**src/rtl/elevator_scan_ctrl_if.sv**
```systemverilog
// Call-panel / cabin signal bundle for elevator_scan_ctrl.
// The fire input exists only when FIRE_RECALL_EN is defined.
interface elevator_scan_ctrl_if #(
   parameter int unsigned FLOORS  = 4,
   parameter int unsigned FLOOR_W = 2,
   parameter int unsigned CNT_W   = 3
);
   logic                tick;
   logic [FLOORS-1:0]   call_in;
   logic [FLOORS-1:0]   call_out;
   logic                enter;
   logic                leave;
`ifdef FIRE_RECALL_EN
   logic                fire;
`endif
   logic [FLOOR_W-1:0]  floor;
   logic                dir_up;
   logic                moving;
   logic                door_open;
   logic [FLOORS-1:0]   pending;
   logic [CNT_W-1:0]    occupancy;
   logic                overload;

   modport master (
`ifdef FIRE_RECALL_EN
      output fire,
`endif
      output tick, call_in, call_out, enter, leave,
      input  floor, dir_up, moving, door_open, pending, occupancy, overload
   );

   modport slave (
`ifdef FIRE_RECALL_EN
      input  fire,
`endif
      input  tick, call_in, call_out, enter, leave,
      output floor, dir_up, moving, door_open, pending, occupancy, overload
   );
endinterface

```
**src/rtl/elevator_scan_ctrl.sv**
```systemverilog
// N-floor SCAN elevator controller with travel/door timers and occupancy tracking.
// Optional fire recall (car to floor 0, door held open) when FIRE_RECALL_EN is defined.
module elevator_scan_ctrl #(
   parameter int unsigned FLOORS       = 4,
   parameter int unsigned FLOOR_W      = 2,
   parameter int unsigned TRAVEL_TICKS = 3,
   parameter int unsigned DOOR_TICKS   = 4,
   parameter int unsigned CAP          = 4,
   parameter int unsigned CNT_W        = 3
) (
   input  logic               clk,
   input  logic               reset0,
   elevator_scan_ctrl_if.slave bus
);
   localparam int unsigned TRV_W  = (TRAVEL_TICKS > 1) ? $clog2(TRAVEL_TICKS) : 1;
   localparam int unsigned DOOR_W = (DOOR_TICKS > 1) ? $clog2(DOOR_TICKS) : 1;

   typedef enum logic [1:0] {S_IDLE, S_MOVING, S_DOOR_OPEN} state_t;

   state_t              r_state;
   logic [FLOOR_W-1:0]  r_floor;
   logic                r_dir_up;
   logic                r_moving;
   logic                r_door_open;
   logic [FLOORS-1:0]   r_pending;
   logic [CNT_W-1:0]    r_occ;
   logic                r_overload;
   logic [TRV_W-1:0]    r_trv_cnt;
   logic [DOOR_W-1:0]   r_door_cnt;

   logic                w_fire;
   logic [FLOORS-1:0]   w_call;
   logic [FLOORS-1:0]   w_store;
   logic [FLOORS-1:0]   w_req;
   logic [FLOORS-1:0]   w_here;
   logic [FLOORS-1:0]   w_arr_oh;
   logic [FLOOR_W-1:0]  w_arr_floor;
   logic                w_here_call;
   logic                w_req_here;
   logic                w_req_arr;
   logic                w_door_hold;
   logic [1:0]          w_scan_cur;
   logic [1:0]          w_scan_arr;
   logic [CNT_W-1:0]    w_occ_nxt;

   // Direction pinned at the end floors so the car can never leave 0..FLOORS-1.
   function automatic logic f_bound(input logic [FLOOR_W-1:0] f, input logic d);
      if (f == FLOOR_W'(FLOORS - 1)) return 1'b0;
      if (f == '0)                   return 1'b1;
      return d;
   endfunction

   // SCAN decision with the given floor excluded: {go, next dir_up}.
   function automatic logic [1:0] f_scan(input logic [FLOORS-1:0] m,
                                         input logic [FLOOR_W-1:0] f,
                                         input logic d);
      logic above;
      logic below;
      logic nd;
      above = 1'b0;
      below = 1'b0;
      for (int i = 0; i < int'(FLOORS); i++) begin
         if (i > int'(f)) above |= m[i];
         if (i < int'(f)) below |= m[i];
      end
      if (d ? above : below) nd = d;
      else if (above | below) nd = ~d;
      else nd = d;
      return {above | below, f_bound(f, nd)};
   endfunction

`ifdef FIRE_RECALL_EN
   assign w_fire = bus.fire;
`else
   assign w_fire = 1'b0;
`endif

   assign w_call      = (bus.call_in | bus.call_out) & {FLOORS{~w_fire}};
   assign w_here      = FLOORS'(1) << r_floor;
   assign w_arr_floor = r_dir_up ? (r_floor + FLOOR_W'(1)) : (r_floor - FLOOR_W'(1));
   assign w_arr_oh    = FLOORS'(1) << w_arr_floor;
   // During fire recall floor 0 is the only destination.
   assign w_req       = w_fire ? FLOORS'(1) : r_pending;
   assign w_store     = (r_state == S_MOVING) ? w_call : (w_call & ~w_here);
   assign w_here_call = |(w_call & w_here);
   assign w_req_here  = |(w_req & w_here);
   assign w_req_arr   = |(w_req & w_arr_oh);
   assign w_door_hold = r_overload | (w_fire & (r_floor == '0));
   assign w_scan_cur  = f_scan(w_req, r_floor, r_dir_up);
   assign w_scan_arr  = f_scan(w_req, w_arr_floor, r_dir_up);

   // Occupancy counts only with the door open; saturates at both ends.
   always_comb begin
      w_occ_nxt = r_occ;
      if (r_door_open && bus.enter && !bus.leave && (r_occ != '1))
         w_occ_nxt = r_occ + CNT_W'(1);
      else if (r_door_open && bus.leave && !bus.enter && (r_occ != '0))
         w_occ_nxt = r_occ - CNT_W'(1);
   end

   always_ff @(posedge clk or posedge reset0) begin
      if (reset0) begin
         r_state     <= S_IDLE;
         r_floor     <= '0;
         r_dir_up    <= 1'b1;
         r_moving    <= 1'b0;
         r_door_open <= 1'b0;
         r_pending   <= '0;
         r_occ       <= '0;
         r_overload  <= 1'b0;
         r_trv_cnt   <= '0;
         r_door_cnt  <= '0;
      end else begin
         r_occ      <= w_occ_nxt;
         r_overload <= (32'(w_occ_nxt) > CAP);
         r_pending  <= (r_pending | w_store) & {FLOORS{~w_fire}};
         case (r_state)
            S_IDLE: begin
               if (w_req_here || w_here_call) begin
                  r_state     <= S_DOOR_OPEN;
                  r_door_open <= 1'b1;
                  r_door_cnt  <= '0;
                  r_pending   <= (r_pending | w_store) & ~w_here & {FLOORS{~w_fire}};
               end else begin
                  r_dir_up <= w_scan_cur[0];
                  if (w_scan_cur[1]) begin
                     r_state   <= S_MOVING;
                     r_moving  <= 1'b1;
                     r_trv_cnt <= '0;
                  end
               end
            end
            S_MOVING: begin
               if (bus.tick) begin
                  if (r_trv_cnt == TRV_W'(TRAVEL_TICKS - 1)) begin
                     r_trv_cnt <= '0;
                     r_floor   <= w_arr_floor;
                     if (w_req_arr) begin
                        r_state     <= S_DOOR_OPEN;
                        r_moving    <= 1'b0;
                        r_door_open <= 1'b1;
                        r_door_cnt  <= '0;
                        r_dir_up    <= f_bound(w_arr_floor, r_dir_up);
                        r_pending   <= (r_pending | w_store) & ~w_arr_oh & {FLOORS{~w_fire}};
                     end else begin
                        r_dir_up <= w_scan_arr[0];
                        if (!w_scan_arr[1]) begin
                           r_state  <= S_IDLE;
                           r_moving <= 1'b0;
                        end
                     end
                  end else begin
                     r_trv_cnt <= r_trv_cnt + TRV_W'(1);
                  end
               end
            end
            S_DOOR_OPEN: begin
               // Activity restarts the countdown; overload (or recall at floor 0) freezes it.
               if (bus.enter || bus.leave || w_here_call || w_door_hold) begin
                  r_door_cnt <= '0;
               end else if (bus.tick) begin
                  if (r_door_cnt == DOOR_W'(DOOR_TICKS - 1)) begin
                     r_door_cnt  <= '0;
                     r_door_open <= 1'b0;
                     r_dir_up    <= w_scan_cur[0];
                     if (w_scan_cur[1]) begin
                        r_state  <= S_MOVING;
                        r_moving <= 1'b1;
                        r_trv_cnt <= '0;
                     end else begin
                        r_state <= S_IDLE;
                     end
                  end else begin
                     r_door_cnt <= r_door_cnt + DOOR_W'(1);
                  end
               end
            end
            default: r_state <= S_IDLE;
         endcase
      end
   end

   assign bus.floor     = r_floor;
   assign bus.dir_up    = r_dir_up;
   assign bus.moving    = r_moving;
   assign bus.door_open = r_door_open;
   assign bus.pending   = r_pending;
   assign bus.occupancy = r_occ;
   assign bus.overload  = r_overload;
endmodule

```
**src/flat_wrapper.sv**
```systemverilog
// flat-port wrapper written by rule: the top's interface ports become plain ports
module elevator_scan_ctrl_flat 
#(
   parameter int unsigned FLOORS       = 4,
   parameter int unsigned FLOOR_W      = 2,
   parameter int unsigned TRAVEL_TICKS = 3,
   parameter int unsigned DOOR_TICKS   = 4,
   parameter int unsigned CAP          = 4,
   parameter int unsigned CNT_W        = 3
)
  (clk, reset0, bus_tick, bus_call_in, bus_call_out, bus_enter, bus_leave, bus_floor, bus_dir_up, bus_moving, bus_door_open, bus_pending, bus_occupancy, bus_overload);
  elevator_scan_ctrl_if #(.FLOORS(FLOORS), .FLOOR_W(FLOOR_W), .CNT_W(CNT_W)) bus_i ();
  input  logic clk;
  input  logic reset0;
  input wire logic [$bits(bus_i.tick)-1:0] bus_tick;
  input wire logic [$bits(bus_i.call_in)-1:0] bus_call_in;
  input wire logic [$bits(bus_i.call_out)-1:0] bus_call_out;
  input wire logic [$bits(bus_i.enter)-1:0] bus_enter;
  input wire logic [$bits(bus_i.leave)-1:0] bus_leave;
  output wire logic [$bits(bus_i.floor)-1:0] bus_floor;
  output wire logic [$bits(bus_i.dir_up)-1:0] bus_dir_up;
  output wire logic [$bits(bus_i.moving)-1:0] bus_moving;
  output wire logic [$bits(bus_i.door_open)-1:0] bus_door_open;
  output wire logic [$bits(bus_i.pending)-1:0] bus_pending;
  output wire logic [$bits(bus_i.occupancy)-1:0] bus_occupancy;
  output wire logic [$bits(bus_i.overload)-1:0] bus_overload;
  assign bus_i.tick = bus_tick;
  assign bus_i.call_in = bus_call_in;
  assign bus_i.call_out = bus_call_out;
  assign bus_i.enter = bus_enter;
  assign bus_i.leave = bus_leave;
  assign bus_floor = bus_i.floor;
  assign bus_dir_up = bus_i.dir_up;
  assign bus_moving = bus_i.moving;
  assign bus_door_open = bus_i.door_open;
  assign bus_pending = bus_i.pending;
  assign bus_occupancy = bus_i.occupancy;
  assign bus_overload = bus_i.overload;
  elevator_scan_ctrl #(.FLOORS(FLOORS), .FLOOR_W(FLOOR_W), .TRAVEL_TICKS(TRAVEL_TICKS), .DOOR_TICKS(DOOR_TICKS), .CAP(CAP), .CNT_W(CNT_W)) u_core (.clk(clk), .reset0(reset0), .bus(bus_i));
endmodule
```
**config.mk**
```make
export PLATFORM = sky130hd
export DESIGN_NAME = elevator_scan_ctrl_flat
export DESIGN_NICKNAME = d
export VERILOG_FILES = /design/src/rtl/elevator_scan_ctrl_if.sv /design/src/rtl/elevator_scan_ctrl.sv /design/src/flat_wrapper.sv
export SDC_FILE = /design/constraint.sdc
export NUM_CORES = 1
export LEC_CHECK = 0
export CORE_MARGIN = 2
export CORE_UTILIZATION = 52
export CTS_BUF_LIST = sky130_fd_sc_hd__clkbuf_8 sky130_fd_sc_hd__clkbuf_16
export CTS_CLUSTER_DIAMETER = 100
export DETAILED_ROUTE_END_ITERATION = 10
export HOLD_SLACK_MARGIN = 0.02
export PLACE_DENSITY = 0.88
export SLEW_MARGIN = 20
export SYNTH_ARGS = -nofsm -noshare
export SYNTH_HDL_FRONTEND = slang
export SYNTH_SLANG_ARGS = --single-unit
export TNS_END_PERCENT = 30
```
**constraint.sdc**
```tcl
create_clock -name clk -period 3.21 [get_ports clk]
set_clock_uncertainty 0.2 [all_clocks]
set_input_delay 0.321 -clock clk [delete_from_list [all_inputs] [get_ports clk]]
set_output_delay 0.321 -clock clk [all_outputs]
set_load 0.01 [all_outputs]
```
==> flow_metrics.tcl, run 1 <==
set metrics [dict create \
    critPathMaxFanout 7 \
    cp-endpoint "u_core.bus.moving$_DFFE_PP0P_" \
    placed_cells 222 \
    finalCriticalPeriod_ns 2.98 \
    fmax_mhz 336 \
    grt_overflow 0 \
    final_nets 227 \
    yosysUniqueCellTypes 42 \
    netlist_top_cells_area "dfrtp_1 30%, ha_1 14%, a21oi_1 6.1%" \
    slew-limit-headroom_pct 51.5 \
    hold_buffers 0 \
    ys_warn_count 0 \
    gr-usage-met1_pct 31.1 \
    postSynthAreaPerCell_um2 8.75 \
    power_frac_clock_pct 8.9 \
    end_kind "register" \
    drive_above_1_share_pct 8.67 \
    instances_no_fill 227 \
    routedWlPerCell_um 17.1 \
    finalHoldViolCount 0 \
    htreeDepth 1 \
    synth_ff_type "dfrtp_1" \
    dpl_cell_area_um2 1760 \
    die-area_um2 3300 \
    p_int_w 0.00103 \
    reg2reg_to "u_core.bus.moving$_DFFE_PP0P_" \
    die_h_um 57.5 \
    drv_cap 0 \
    synth-seq-cells 19 \
    drc 0 \
    start_util_pct 54.4 \
    dpl.hpwl_um 2930 \
    cp-start-kind "register" \
    netlist_area_um2 1490 \
    final_util_pct 66.9 \
    routed_via_density 6.19 \
    grt_pass1_wl_um 6420 \
    crit_required_ns 3.20 \
    crit_start "u_core.bus.floor[1]$_DFFE_PP0P_" \
    clkTransAtPathRegs_ns 0.08 \
    crit_path_max_incr_delay_ns 0.45 \
    seqPwrFrac_pct 25.5 \
    synth_top_area_share_pct 30.3 \
    cts_buffer_depth 2 \
    synth_top_cell_by_area "dfrtp_1" \
    grt_usage_pct 25.0 \
    area_growth_pct 22.9 \
    syn_nets 200 \
    drt-initial-drc-count 98 \
    rrSetupSlack_ns 0.23 \
    io_pins 26 \
    regToRegStartpoint "u_core.bus.floor[1]$_DFFE_PP0P_" \
    worst-setup-path-type "reg2reg" \
    p_switching_w 0.000978 \
    wl_um 3870 \
    vdd_ir_drop_max_v 0.000679 \
    vias 1406 \
    syn_inst 170 \
    reg2reg_depth 10 \
    antenna_found_initial 0 \
    n_antenna_cell 0 \
    grt_pass1_vias 1382 \
    grt_max_degree 20 \
    slowest_stage "dfrtp_1" \
    final_cell_area_um2 1830 \
    maxSlewViolCount 0 \
    insertion_delay_ns 0.27 \
    cpMostUsedCell "a21oi_1" \
    finalSetupViolations 0 \
    pwr-share-comb_pct 65.6 \
    grt_util_met3_pct 4.76 \
    seq_area_frac_synth_pct 32.0 \
    rows 19 \
    period_share_pct 92.8 \
    p_sw_share_pct 48.7 \
    cts_sinks 19 \
    hp-class "in2async" \
    cp.arrival_ns 2.97 \
    clock-root-buffer "clkbuf_8" \
    status "finished clean" \
    power.leakage_nw 0.771 \
    die_w_um 57.5 \
    busiest_layer "met2" \
    cts_buffers 3 \
    worst_slew_pin_slew_ns 0.726 \
    gp_congestion 0.894 \
    power.density_nw_per_um2 1100 \
    fp.coreArea_um2 2730 \
    async_flop_share_pct 100 \
    met2_usage_pct 43.3 \
    port_buffers 25 \
    path_cells "inv_1 > ha_2 > xor2_4 > ha_1 > nand2b_1 > a21boi_0 > a311oi_2 > a211oi_2 > a21oi_1 > a21oi_1" \
    dr.pass1.iters 4 \
    cts_tree "yes" \
    synth_edf_count 0 \
    nFillCells 217 \
    synthTopCellsByCount "18 x a21oi_1, 18 x dfrtp_1, 17 x ha_1, 16 x nand2_1, 14 x inv_1" \
    antenna_left 0 \
    p_total_w 0.00201 \
]
==> logic make-up after synthesis <==
family,synth area share [%]
adders and majority gates,14.3
and+or+nand+nor,19.2
xor gates and xnor gates,2.27
muxes,2.10
buffers and inverters,4.71
DFF,32.0
AOI/OAI and AO/OA,25.4
==> layer usage <==
layer / vias up / wire length (µm) / share of wire (%)
met5: - / 0 / 0
met3: 7 / 177 / 4.6
met4: 0 / 55 / 1.4
li1: 670 / - / -
met1: 669 / 1650 / 43
met2: 60 / 1990 / 51
==> layout make-up <==
cell class	instances	area [µm²]	share of cell area, %
multi-input cells	133	955	52.2
flip-flops and latches	19	478	26.1
repair buffers	26	258	14.1
inverters	14	52.6	2.87
clock buffers	3	41.3	2.26
well taps	31	38.8	2.12
clock inverters	1	5.00	0.274
==> worst max-delay path: cells and delay by family (launching register included) <==
| kind | cells | cell delay (ns) |
|---|---|---|
| XOR/XNOR | 1 | 0.22 |
| flip-flops | 1 | 0.45 |
| AO/OA/AOI/OAI | 5 | 1.02 |
| buffers and inverters | 1 | 0.13 |
| AND/OR/NAND/NOR | 1 | 0.15 |
| adder cells (fa/ha/maj) | 2 | 0.72 |
==> flip-flops by register name, indices dropped and copies added, names as in the netlist <==
name / cells
u_core.bus.door_open: 1
u_core.bus.moving: 1
u_core.bus.pending: 4
u_core.r_door_cnt: 2
u_core.bus.occupancy: 3
u_core.bus.dir_up: 1
u_core.bus.floor: 2
u_core.r_state: 2
u_core.bus.overload: 1
u_core.r_trv_cnt: 2
==> timing repair <==
action | CTS | global route
resized for setup | 0 | 3
buffers inserted | 0 | 1
endpoints found under the setup margin | 0 | 3
==> metrics by stage <==
stage                     setup slack [ns]  setup TNS, ns  hold slack (ns)
after floorplan                      0.533              0           0.0714
after global placement               0.374              0            0.273
after detailed placement             0.136              0            0.289
after CTS                            0.128              0            0.299
after global routing             -0.000182      -0.000182            0.337
final                                0.230              0            0.264
==> how the worst min path moves through the flow <==
stage / start / to / slack, ns / cells past startpoint
after floorplan: reset0 / u_core.bus.door_open$_DFFE_PP0P_ / 0.07 / 1
after global placement: u_core.r_door_cnt[1]$_DFFE_PP0P_ / u_core.r_door_cnt[1]$_DFFE_PP0P_ / 0.27 / 2
after detailed placement: u_core.r_door_cnt[0]$_DFFE_PP0P_ / u_core.r_door_cnt[0]$_DFFE_PP0P_ / 0.29 / 1
after CTS: reset0 / u_core.bus.floor[1]$_DFFE_PP0P_ / 0.30 / 2
after global routing: u_core.r_door_cnt[0]$_DFFE_PP0P_ / u_core.r_door_cnt[0]$_DFFE_PP0P_ / 0.34 / 1
final: reset0 / u_core.bus.floor[1]$_DFFE_PP0P_ / 0.26 / 2
==> layout by cell type, fill, tap and decap left out, types with 2 or more instances in the layout <==
cell type	n
xnor2_1	2
nand3_1	4
mux2i_1	2
o21ai_0	7
nor3_1	5
and3b_1	2
a22oi_1	4
a31oi_1	2
a221oi_2	2
ha_1	16
a21oi_1	18
inv_1	14
nand2b_1	4
nor2_1	9
dfrtp_1	17
o21ai_1	5
clkdlybuf4s50_1	25
o211ai_1	2
o31a_1	2
nor2b_1	4
nand2_1	16
o31ai_1	2
a211oi_1	4
clkbuf_8	3
nand4_1	3
nand3b_1	2
==> power groups by stage <==
stage          registers [W]  clock network [W]  logic [W]
2_1_floorplan       0.000474                  0   0.000895
3_3_place_gp        0.000496                  0    0.00118
3_5_place_dp        0.000509                  0    0.00124
4_1_cts             0.000504           0.000181    0.00125
5_1_grt             0.000530           0.000191    0.00145
6_report            0.000513           0.000179    0.00132
Power figures use the tool's default switching activity.
==> run 2: changes to the inputs <==
- CELL_PAD_IN_SITES_DETAIL_PLACEMENT: unset -> 0
- CELL_PAD_IN_SITES_GLOBAL_PLACEMENT: unset -> 1
- CORE_UTILIZATION: 52 -> 39
==> flow_metrics.tcl, run 2 (synthesized netlist as in run 1, its figures left out) <==
set metrics [dict create \
    final_cell_area_um2 1840 \
    antenna_found_initial 0 \
    finalCriticalPeriod_ns 2.94 \
    vias 1357 \
    htreeDepth 1 \
    fmax_mhz 340 \
    routedWlPerCell_um 15.5 \
    grt_max_degree 20 \
    worst-path-buf-inv 2 \
    fp.coreArea_um2 3660 \
    power_frac_clock_pct 8.8 \
    rsz0062_at_grt "no" \
    vdd_ir_drop_max_v 0.000479 \
    final_common_cell "clkdlybuf4s50_1" \
    dpl.hpwl_um 2910 \
    cts_tree "yes" \
    nFillCells 349 \
    drt-initial-drc-count 44 \
    final_cell_mix "25 x clkdlybuf4s50_1, 18 x a21oi_1, 17 x ha_1, 17 x dfrtp_1, 16 x nand2_1" \
    clock-root-buffer "clkbuf_8" \
    insertion_delay_ns 0.26 \
    die-area_um2 4320 \
    io_pins 26 \
    antenna_left 0 \
    drive_above_1_share_pct 7.69 \
    p_sw_share_pct 48.6 \
    gp_congestion 0.887 \
    hold_buffers 0 \
    pwr-share-comb_pct 65.1 \
    p_total_w 0.00196 \
    critPathMaxFanout 7 \
    end_kind "register" \
    crit_required_ns 3.19 \
    cts_setup_buffers 0 \
    cts_buffers 3 \
    cts_sinks 19 \
    crit_family "adder cells" \
    area_growth_pct 23.6 \
    power.density_nw_per_um2 1070 \
    start_util_pct 40.6 \
    routed_via_density 5.58 \
    p_switching_w 0.000953 \
    cts-resized-gates 0 \
    worst_slew_pin_slew_ns 0.750 \
    drc 0 \
    crit_path_max_incr_delay_ns 0.46 \
    slowest_stage "dfrtp_1" \
    tns_ns 0 \
    port_buffers 25 \
    grt_pass1_wl_um 6310 \
    status "finished clean" \
    cp-start-kind "register" \
    power.leakage_nw 0.769 \
    dr.pass1.iters 4 \
    grt_overflow 0 \
    wl_um 3770 \
    n_antenna_cell 0 \
    largest_reg_flops 4 \
    seqPwrFrac_pct 26.1 \
    final_nets 226 \
    grt_usage_pct 19.0 \
    worst-setup-path-type "reg2reg" \
    finalSetupViolations 0 \
    die_h_um 65.8 \
    dpl_cell_area_um2 1780 \
    drv_cap 0 \
    rows 22 \
    pre_cts_ws_ns 0.166 \
    clkTransAtPathRegs_ns 0.08 \
    maxSlewViolCount 0 \
    worst_slack_ns 0.266 \
    finalHoldViolCount 0 \
    cp.arrival_ns 2.92 \
    grt_pass1_vias 1402 \
    slew-limit-headroom_pct 49.9 \
    hp-class "in2async" \
    period_share_pct 91.7 \
    p_int_w 0.00101 \
    path_cells "inv_1 > ha_1 > xor2_4 > inv_1 > ha_1 > a22oi_1 > and2_1 > o21ai_0 > a31oi_1 > nand2_1 > o31ai_1" \
    cts_buffer_depth 2 \
    die_w_um 65.8 \
]
==> run 2: changes by cell type in the layout (fill, tap and decap cells not counted), sizes merged <==
cell,previous run,this run
buf,1,0
==> run 2: path summary, 6_finish.rpt <==
| path | start | endpoint | slack, ns | cells past startpoint |
|---|---|---|---|---|
| hold / removal | reset0 | u_core.bus.pending[3]$_DFF_PP0_ | 0.28 | 2 |
| max in group asynchronous | reset0 | u_core.bus.floor[0]$_DFFE_PP0P_ | 2.00 | 2 |
| setup reg to reg | u_core.bus.floor[1]$_DFFE_PP0P_ | u_core.r_door_cnt[0]$_DFFE_PP0P_ | 0.27 | 11 |
| hold reg to reg | u_core.r_door_cnt[0]$_DFFE_PP0P_ | u_core.r_door_cnt[0]$_DFFE_PP0P_ | 0.30 | 1 |
| setup / recovery | u_core.bus.floor[1]$_DFFE_PP0P_ | u_core.r_door_cnt[0]$_DFFE_PP0P_ | 0.27 | 11 |
| min in group clk | u_core.r_door_cnt[0]$_DFFE_PP0P_ | u_core.r_door_cnt[0]$_DFFE_PP0P_ | 0.30 | 1 |
==> run 2: worst reg2reg max path: stages (launching register included) <==
cell	delay (ns)
dfrtp_1	0.46
inv_1	0.13
ha_1	0.45
xor2_4	0.24
inv_1	0.13
ha_1	0.27
a22oi_1	0.20
and2_1	0.22
o21ai_0	0.16
a31oi_1	0.26
nand2_1	0.08
o31ai_1	0.06
==> run 2: layout make-up <==
type                    instances  area (µm²)  share of cell area (%)
inverters                      14        52.6                    2.86
well taps                      48        60.1                    3.27
repair buffers                 25         250                    13.6
clock buffers                   3        41.3                    2.24
clock inverters                 1        5.00                   0.272
flip-flops and latches         19         478                    26.0
multi-input cells             133         952                    51.8
==> run 2: metal layers <==
metal | vias up | share of wire [%] | GRT usage (%)
met5 | - | 0 | 0
met3 | 4 | 4.3 | 4.28
met4 | 0 | 0.61 | 4.43
met2 | 39 | 51 | 33.1
li1 | 666 | - | -
met1 | 648 | 44 | 23.6
==> run 2: power groups by stage <==
stage / combinational (W) / clock (W) / sequential [W]
final: 0.00128 / 0.000173 / 0.000513
after global routing: 0.00140 / 0.000190 / 0.000538
after CTS: 0.00125 / 0.000178 / 0.000506
after detailed placement: 0.00125 / 0 / 0.000508
after global placement: 0.00120 / 0 / 0.000497
after floorplan: 0.000895 / 0 / 0.000474
==> run 2: metrics by stage <==
| stage | utilization [%] | hold slack (ns) | std cells |
|---|---|---|---|
| after floorplan | - | 0.0714 | 170 |
| after global placement | 48.6 | 0.277 | 239 |
| after detailed placement | 48.6 | 0.285 | 239 |
| after CTS | 49.9 | 0.301 | 243 |
| after global routing | 50.2 | 0.315 | 243 |
| final | 50.2 | 0.282 | 243 |
==> run 3: changes to the inputs <==
- CORE_MARGIN: 2 -> 3
- SLEW_MARGIN: 20 -> 40
==> flow_metrics.tcl, run 3 (synthesized netlist as in run 1, its figures left out) <==
set metrics [dict create \
    status "finished clean" \
    final_util_pct 52.2 \
    routed_via_density 5.49 \
    power.density_nw_per_um2 1050 \
    finalCriticalPeriod_ns 2.94 \
    grt_overflow 0 \
    placed_cells 237 \
    regToRegStartpoint "u_core.bus.floor[1]$_DFFE_PP0P_" \
    drt-initial-drc-count 64 \
    reg2reg_depth 11 \
    clkTransAtPathRegs_ns 0.07 \
    routedWlPerCell_um 15.4 \
    cts_sinks 19 \
    die_w_um 67.8 \
    pwr-share-comb_pct 65.1 \
    hp-class "in2async" \
    cts_tree "yes" \
    cp-start-kind "register" \
    nFillCells 339 \
    grt_max_degree 20 \
    worst-setup-path-type "reg2reg" \
    grt_pass1_vias 1342 \
    crit_start "u_core.bus.floor[1]$_DFFE_PP0P_" \
    cp.arrival_ns 2.90 \
    seqPwrFrac_pct 26.5 \
    drive_above_1_share_pct 7.69 \
    die_h_um 67.8 \
    power_frac_clock_pct 8.4 \
    rrSetupSlack_ns 0.27 \
    dpl.hpwl_um 2880 \
    rsz0062_at_grt "no" \
    p_int_w 0.000995 \
    fp.coreArea_um2 3490 \
    reg2reg_to "u_core.r_door_cnt[0]$_DFFE_PP0P_" \
    final_common_cell "clkdlybuf4s50_1" \
    instances_no_fill 241 \
    area_growth_pct 22.6 \
    maxSlewViolCount 0 \
    worst_slew_pin_slew_ns 0.456 \
    vias 1324 \
    p_switching_w 0.000929 \
    tns_ns 0 \
    grt_pass1_wl_um 6380 \
    grt_usage_pct 18.2 \
    power.leakage_nw 0.767 \
    finalSetupViolations 0 \
    wl_um 3720 \
    hold_buffers 0 \
    fmax_mhz 340 \
    htreeDepth 1 \
    cts_buffer_depth 2 \
    drv_cap 0 \
    io_pins 26 \
    dr.pass1.iters 4 \
    largest_reg_flops 4 \
    final_cell_mix "25 x clkdlybuf4s50_1, 18 x a21oi_1, 17 x ha_1, 17 x dfrtp_1, 16 x nand2_1" \
    gp_congestion 0.833 \
    area.sequential_um2 478 \
    clock-root-buffer "clkbuf_8" \
    end_kind "register" \
    antenna_left 0 \
    crit_required_ns 3.16 \
    rows 21 \
    vdd_ir_drop_max_v 0.000458 \
    port_buffers 25 \
    dpl_cell_area_um2 1780 \
    period_share_pct 91.7 \
    final_cell_area_um2 1820 \
    n_antenna_cell 0 \
    p_sw_share_pct 48.3 \
    slew-limit-headroom_pct 69.6 \
    cp-endpoint "u_core.r_door_cnt[0]$_DFFE_PP0P_" \
    start_util_pct 42.6 \
    die-area_um2 4590 \
    final_nets 226 \
    antenna_found_initial 0 \
    insertion_delay_ns 0.25 \
    drc 0 \
    multi_input_area_um2 941 \
    p_total_w 0.00192 \
    finalHoldViolCount 0 \
    cts_buffers 3 \
    critPathMaxFanout 7 \
]
-- run 3: layout make-up --
type                       instances  area share, %
clock buffer                       3           2.26
clock inverter                     1          0.206
sequential                        19           26.2
multi-input combinational        133           51.6
tap                               46           3.16
timing repair buffer              25           13.7
inverter                          14           2.88
-- run 3: timing repair --
item | 4_1_cts | 5_1_grt
gates resized for setup | 0 | 1
buffers inserted | 0 | 0
setup endpoints to repair | 0 | 3
-- run 3: power by group through the flow --
stage                     logic [W]  clock network, W  registers, W
after floorplan            0.000895                 0      0.000474
after global placement      0.00121                 0      0.000499
after detailed placement    0.00124                 0      0.000507
after CTS                   0.00124          0.000165      0.000505
after global routing        0.00140          0.000174      0.000536
final                       0.00125          0.000161      0.000509
-- run 3: worst max-delay path, stage by stage (launching register included) --
cell and delay [ns]:
dfrtp_1 0.45, inv_1 0.13, ha_1 0.40, xor2_2 0.27
inv_1 0.15, ha_1 0.28, a22oi_1 0.21, and2_1 0.22
o21ai_0 0.17, a31oi_1 0.23, nand2_1 0.08, o31ai_1 0.07
-- run 3: how the worst min path moves through the flow --
stage / startpoint / endpoint / slack (ns) / cells after the start
after detailed placement: u_core.r_door_cnt[0]$_DFFE_PP0P_ / u_core.r_door_cnt[0]$_DFFE_PP0P_ / 0.29 / 1
final: reset0 / u_core.bus.pending[3]$_DFF_PP0_ / 0.19 / 2
after global placement: u_core.r_door_cnt[1]$_DFFE_PP0P_ / u_core.r_door_cnt[1]$_DFFE_PP0P_ / 0.27 / 2
after floorplan: reset0 / u_core.bus.door_open$_DFFE_PP0P_ / 0.07 / 1
after CTS: u_core.r_door_cnt[0]$_DFFE_PP0P_ / u_core.r_door_cnt[0]$_DFFE_PP0P_ / 0.30 / 1
after global routing: reset0 / u_core.bus.occupancy[0]$_DFF_PP0_ / 0.23 / 2
-- run 3: per-stage QoR --
step | hold WS [ns] | setup WS, ns
2_1_floorplan | 0.0714 | 0.533
3_3_place_gp | 0.274 | 0.339
3_5_place_dp | 0.288 | 0.177
4_1_cts | 0.297 | 0.146
5_1_grt | 0.227 | 0.00101
6_report | 0.186 | 0.267
-- run 3: per-layer routing --
metal / routed length [µm] / global-route usage, % / vias up
li1: - / - / 662
met1: 1790 / 26.1 / 628
met2: 1750 / 29.8 / 32
met3: 173 / 3.33 / 2
met4: 10 / 1.01 / 0
met5: 0 / 0 / -
